## src/rtl/hand_pkg.sv

```systemverilog
// Shared definitions for the valid/ready handshake fork block.
package hand_pkg;

    localparam int FORK_CNT_W = 16;

    typedef enum logic [0:0] {
        HF_EMPTY = 1'b0,
        HF_FULL  = 1'b1
    } hf_state_e;

endpackage

```

## src/rtl/hand_fork.sv

```systemverilog
// Registered eager fork: one upstream beat is broadcast to CHL consumers that accept independently.
// Optional completed-entry counter port fork_cnt is built when HAND_FORK_CNT_EN is defined.
module hand_fork
    import hand_pkg::*;
#(
    parameter int CHL = 2,
    parameter int DW  = 8
) (
    input  logic                  clk,
    input  logic                  rst,
    input  logic                  s_valid,
    output logic                  s_ready,
    input  logic [DW-1:0]         s_data,
    output logic [CHL-1:0]        m_valid,
    input  logic [CHL-1:0]        m_ready,
`ifdef HAND_FORK_CNT_EN
    output logic [FORK_CNT_W-1:0] fork_cnt,
`endif
    output logic [DW-1:0]         m_data
);

    hf_state_e      state_r;
    hf_state_e      state_nx_s;
    logic [CHL-1:0] pend_r;
    logic [CHL-1:0] pend_nx_s;
    logic [DW-1:0]  data_r;
    logic [DW-1:0]  data_nx_s;
    logic [CHL-1:0] rem_s;
    logic           full_s;
    logic           retire_s;
    logic           load_s;
    logic           s_ready_s;

    // Handshake bookkeeping and next-state selection.
    always_comb begin
        state_nx_s = state_r;
        pend_nx_s  = pend_r;
        data_nx_s  = data_r;
        full_s     = (state_r == HF_FULL);
        rem_s      = pend_r & ~m_ready;
        retire_s   = full_s & (rem_s == {CHL{1'b0}});
        // s_ready depends on m_ready on purpose so a retiring entry can be replaced in the same cycle.
        s_ready_s  = ~rst & (~full_s | retire_s);
        load_s     = s_valid & s_ready_s;
        case (state_r)
            HF_EMPTY: begin
                if (load_s) begin
                    state_nx_s = HF_FULL;
                    pend_nx_s  = {CHL{1'b1}};
                    data_nx_s  = s_data;
                end else begin
                    state_nx_s = HF_EMPTY;
                end
            end
            HF_FULL: begin
                if (load_s) begin
                    state_nx_s = HF_FULL;
                    pend_nx_s  = {CHL{1'b1}};
                    data_nx_s  = s_data;
                end else if (retire_s) begin
                    state_nx_s = HF_EMPTY;
                    pend_nx_s  = {CHL{1'b0}};
                end else begin
                    pend_nx_s  = rem_s;
                end
            end
            default: begin
                state_nx_s = HF_EMPTY;
                pend_nx_s  = {CHL{1'b0}};
            end
        endcase
    end

    // Entry state register; reset drops any held entry.
    always_ff @(posedge clk) begin
        if (rst) begin
            state_r <= HF_EMPTY;
            pend_r  <= {CHL{1'b0}};
            data_r  <= {DW{1'b0}};
        end else begin
            state_r <= state_nx_s;
            pend_r  <= pend_nx_s;
            data_r  <= data_nx_s;
        end
    end

`ifdef HAND_FORK_CNT_EN
    logic [FORK_CNT_W-1:0] cnt_r;

    // Completed-entry counter, wraps naturally at its width.
    always_ff @(posedge clk) begin
        if (rst) begin
            cnt_r <= {FORK_CNT_W{1'b0}};
        end else if (retire_s) begin
            cnt_r <= cnt_r + {{(FORK_CNT_W-1){1'b0}}, 1'b1};
        end else begin
            cnt_r <= cnt_r;
        end
    end

    assign fork_cnt = cnt_r;
`endif

    assign s_ready = s_ready_s;
    assign m_valid = pend_r;
    assign m_data  = data_r;

endmodule

```

## config.mk

```make
export PLATFORM = sky130hd
export DESIGN_NAME = hand_fork
export DESIGN_NICKNAME = d
export VERILOG_FILES = /design/src/rtl/hand_pkg.sv /design/src/rtl/hand_fork.sv
export SDC_FILE = /design/constraint.sdc
export NUM_CORES = 1
export LEC_CHECK = 0
export CORE_UTILIZATION = 33
export CTS_CLUSTER_DIAMETER = 200
export DETAILED_ROUTE_END_ITERATION = 8
export GPL_TIMING_DRIVEN = 0
export PLACE_DENSITY = 0.7
export SLEW_MARGIN = 40
export SYNTH_ARGS = -nofsm -noshare
export SYNTH_HDL_FRONTEND = slang
export SYNTH_SLANG_ARGS = --single-unit
```

## constraint.sdc

```tcl
create_clock -name clk -period 1 [get_ports clk]
set_clock_uncertainty 0.15 [all_clocks]
set_input_delay 0.15 -clock clk [delete_from_list [all_inputs] [get_ports clk]]
set_output_delay 0.15 -clock clk [all_outputs]
set_load 0.05 [all_outputs]
```

* After elaboration in Yosys (flattened, before gate mapping)
Cells that the tools add are included.
Operators by class: equal/unequal tests 1, multiplexer cells 9, bitwise gates (word level) 8, reductions and logical operators 1
Operators by type and width (number):
- 8-bit two-way mux | 1
- 2-bit two-way mux | 3
- 2-bit case mux with 2 select lines | 1
- 1-bit AND | 3
- 1-bit two-way mux | 3
- 2-bit AND | 1
- 2-bit zero test | 1
- 2-bit != test, second input constant | 1
- 1-bit inverter | 2
- 2-bit inverter | 1
- 1-bit case mux with 2 select lines | 1
- 1-bit bitwise OR | 1
Storage, ports and cells: register bits after elaboration 11, input port bits 13, output and inout port bits 11

* Depth between registers and ports, before layout
depth in word-level cells 9, gate-level depth with buffers 5, mapped depth without buffers 3

* Least setup slack after synthesis
No wires, ideal clock.
path type reg-to-output, start reg pend_r[0] (netlist: m_valid[0]), end out s_ready, arrival time 1.482 ns, data required time 0.700 ns, setup slack -0.782 ns, stages on the path, launching flop included 5, buffers on the path 1, cell sequence dfxtp_1 nand2b_1 buf_6 a21boi_4 nor2_1
On the way: word-level cells in the longest chain between the ends 5
Ends and longest elaborated chain:
- from (decl) | RTL line hand_fork.sv:24 | logic [CHL-1:0] pend_r;
- from (signal assigned) | RTL line hand_fork.sv:78 | pend_r <= {CHL{1'b0}};
- from (signal assigned) | RTL line hand_fork.sv:82 | pend_r <= pend_nx_s;
- 2-bit AND | RTL line hand_fork.sv:40 | rem_s = pend_r & ~m_ready;
- 2-bit zero test | RTL line hand_fork.sv:41 | retire_s = full_s & (rem_s == {CHL{1'b0}});
- 1-bit AND | RTL line hand_fork.sv:41
- 1-bit bitwise OR | RTL line hand_fork.sv:43 | s_ready_s = ~rst & (~full_s | retire_s);
- 1-bit AND | RTL line hand_fork.sv:43
- to (decl) | RTL line hand_fork.sv:12 | output logic s_ready,
No other way between the ends.

* Final worst setup path
start reg pend_r[1] (netlist: m_valid[1]), end out s_ready
The elaborated chain is that of the path after synthesis.

==> reports/results.ini <==
[outcome]
outcome=finished with violations
violations=negative setup slack

[synthesis]
synthesis.area_um2=742.0
syn_area_per_cell_um2=8.729
ys_types=21
synth_cells=85
synth_top_area_share_pct=29.68
ys.warnings.count=0
ys_seq_elements=11
synth.area.top_cells=dfxtp_1 30%, o2111ai_1 9.4%, nor3b_1 8.1%
yosys.area.top_type=dfxtp_1
yosysSeqAreaShare_pct=29.68
synth_fp_nets=98

[worst_setup_path]
reg2reg_to=m_data[6]
cp.arrival_ns=1.09
cp.required_ns=0.70
critPathLaunch=m_valid[1]
timing.rr.start=m_valid[1]
r2r_cells=4
reg2reg_slack_ns=-0.24
crit_path_max_fanout=3
cp-start-kind=flop
worstSetupEndpointType=output port
crit_end=s_ready
worstSetupPathType=reg -> out

[power_and_ir_drop]
p_leak_nw=0.5100
p_per_area_nw_per_um2=1241
peakVddDrop_mv=0.8729

[timing]
holdWs_ns=0.1227
tightestPinTransition_ns=0.3334
layout_min_cycle_time_ns=1.393
setup_violations=22
setup_slack_ns=-0.3926
fmax_ghz=0.7181
hold_viol=0
rsz0062_at_grt=true
min_period_over_period_pct=139.3
slew-limit-headroom_pct=77.72
slew_viol_final=0

[layout]
drive_gt1_share_pct=48.36
fin_nets=136
diodes=0
fillers=185
area_growth_pct=66.95

[cts]
clock-root-buffer=clkbuf_4
cts_sinks=11
cts.reportedPaths.clkPinSlew_ns=0.08
cts_max_level=1
cts_tree=yes
clock_insertion_delay_worst_skew_ns=0.27
numCtsBuffers=3
cts_buffer_depth=2

[floorplanning]
boundaryPins=24
chipWidth_um=49.42
row_count=16
core_um2=2042
die_y_um=49.42
start_util_pct=36.34
dieArea_um2=2442

[detailed_routing]
via_per_inst=5.409
vias=806
wire_per_inst_um=15.27
drt-total-wl_um=2275
drt_iter0_markers=16
remaining_drc_errors=0
dr.pass1.iters=4
postRouteAntennaNets=0

[placed_design]
dp_slack_ns=-1.230
dp_hpwl_um=1416
finalWeightedCongestion=0.7504
port_buffers=22

[global_routing]
grt-ovfl-total=0
grt_usage_pct=19.16
grt_max_degree=11
grt_pass1_vias=723
antenna_found_initial=0
grt_pass1_wl_um=3484

[job]
drv_cap=0

[min_path]
min_path_type=in -> reg
hold_path_depth=4

-- power breakdown --
group / switching (mW) / internal, mW / total, mW / leakage, nW
Clock: 0.168 / 0.155 / 0.323 / 0.0150
Sequential: 0.0504 / 0.493 / 0.544 / 0.0958
Combinational: 0.352 / 0.318 / 0.670 / 0.399
Total: 0.571 / 0.966 / 1.54 / 0.510
-- critical path, cell delays in order, from the launching register on --
cell and delay [ns]:
dfxtp_4 0.37, nand2b_4 0.07, a21boi_4 0.19, nor2_4 0.04
buf_6 0.14
-- routing by layer --
metal | GRT usage (%) | routed length, um
met5 | 0 | 0
met4 | 5.714 | 27
met3 | 5.296 | 155
met2 | 31.51 | 1160
met1 | 24.16 | 932
-- final cells by class --
class                      instances  area (um^2)  area share, %
sequential                        11        244.0          19.70
tap                               27        33.78          2.727
clock buffer                       4        26.28          2.121
timing repair buffer              36        376.6          30.40
multi-input combinational         63        493.0          39.80
buffer                             7        61.31          4.949
inverter                           1        3.754         0.3030
-- kinds of logic (layout without fill, tap and decap cells) --
| group | count (synthesis) | count (layout) | synth area share [%] |
|---|---|---|---|
| AOI/OAI and AO/OA | 20 | 20 | 19.73 |
| buffers and inverters | 11 | 48 | 11.80 |
| and+or+nand+nor | 43 | 43 | 38.79 |
| DFF | 11 | 11 | 29.68 |
-- synth_stat cells --
library cell,n
dfxtp_1,11
nand3_1,10
a21oi_1,8
nand4_1,8
nor3b_1,8
o2111ai_1,8
and2b_1,7
buf_6,5
buf_2,3
nand2_1,3
nor2b_1,2
nor2b_4,2
o21ai_1,2
a21boi_4,1
buf_4,1
clkbuf_2,1
inv_1,1
nand2b_1,1
nand2b_4,1
nor2_1,1
o21a_1,1
-- worst min path at each step --
stage                     from  slack, ns         end
floorplan           m_ready[0]       0.18  m_valid[0]
global placement    m_valid[0]       0.33  m_valid[0]
detailed placement  m_valid[0]       0.33  m_valid[0]
CTS                    s_valid       0.12   m_data[2]
global route           s_valid       0.13   m_data[7]
finish                 s_valid       0.12   m_data[2]
-- cell usage in the layout, fill, tap and decap left out --
cell | Yosys | routed
dlygate4sd2_1 | 0 | 3
clkbuf_1 | 0 | 1
and2b_1 | 7 | 7
clkbuf_4 | 0 | 3
nor2b_4 | 2 | 2
o21a_1 | 1 | 1
clkbuf_8 | 0 | 1
nor2b_1 | 2 | 2
dfxtp_2 | 0 | 7
nand3_1 | 10 | 10
inv_1 | 1 | 1
nand4_1 | 8 | 8
nand2b_4 | 1 | 2
nand2_1 | 3 | 3
a21oi_1 | 8 | 8
buf_8 | 0 | 10
a21boi_4 | 1 | 1
nor3b_1 | 8 | 8
o2111ai_2 | 0 | 7
buf_6 | 5 | 4
buf_4 | 1 | 15
o21ai_1 | 2 | 2
clkdlybuf4s50_1 | 0 | 8
nor2_4 | 0 | 1
dfxtp_4 | 0 | 4
buf_2 | 3 | 2
o2111ai_1 | 8 | 1
-- state kept, by name, summed over array words and instances (netlist names) --
name / count
full_s: 1
m_data: 8
m_valid: 2
-- repair_timing --
action | in CTS | in global routing
setup endpoints to repair | 22 | 22
buffers inserted | 12 | 3
gates resized for setup | 93 | 6
pin swaps | 9 | 2
hold buffers | 0 | 0
-- stage by stage --
stage / area, um^2 / util, % / std cells / power [mW] / setup TNS, ns
floorplan: 817.0 / - / 85 / 0.9109 / -2.307
global placement: 1071 / 52.45 / 134 / 1.086 / -12.01
detailed placement: 1071 / 52.45 / 134 / 1.095 / -12.11
CTS: 1207 / 59.13 / 147 / 1.521 / -3.492
global route: 1239 / 60.66 / 149 / 1.604 / -4.453
finish: 1239 / 60.66 / 149 / 1.537 / -3.702
Note: power is estimated with default switching activity, not from simulation.
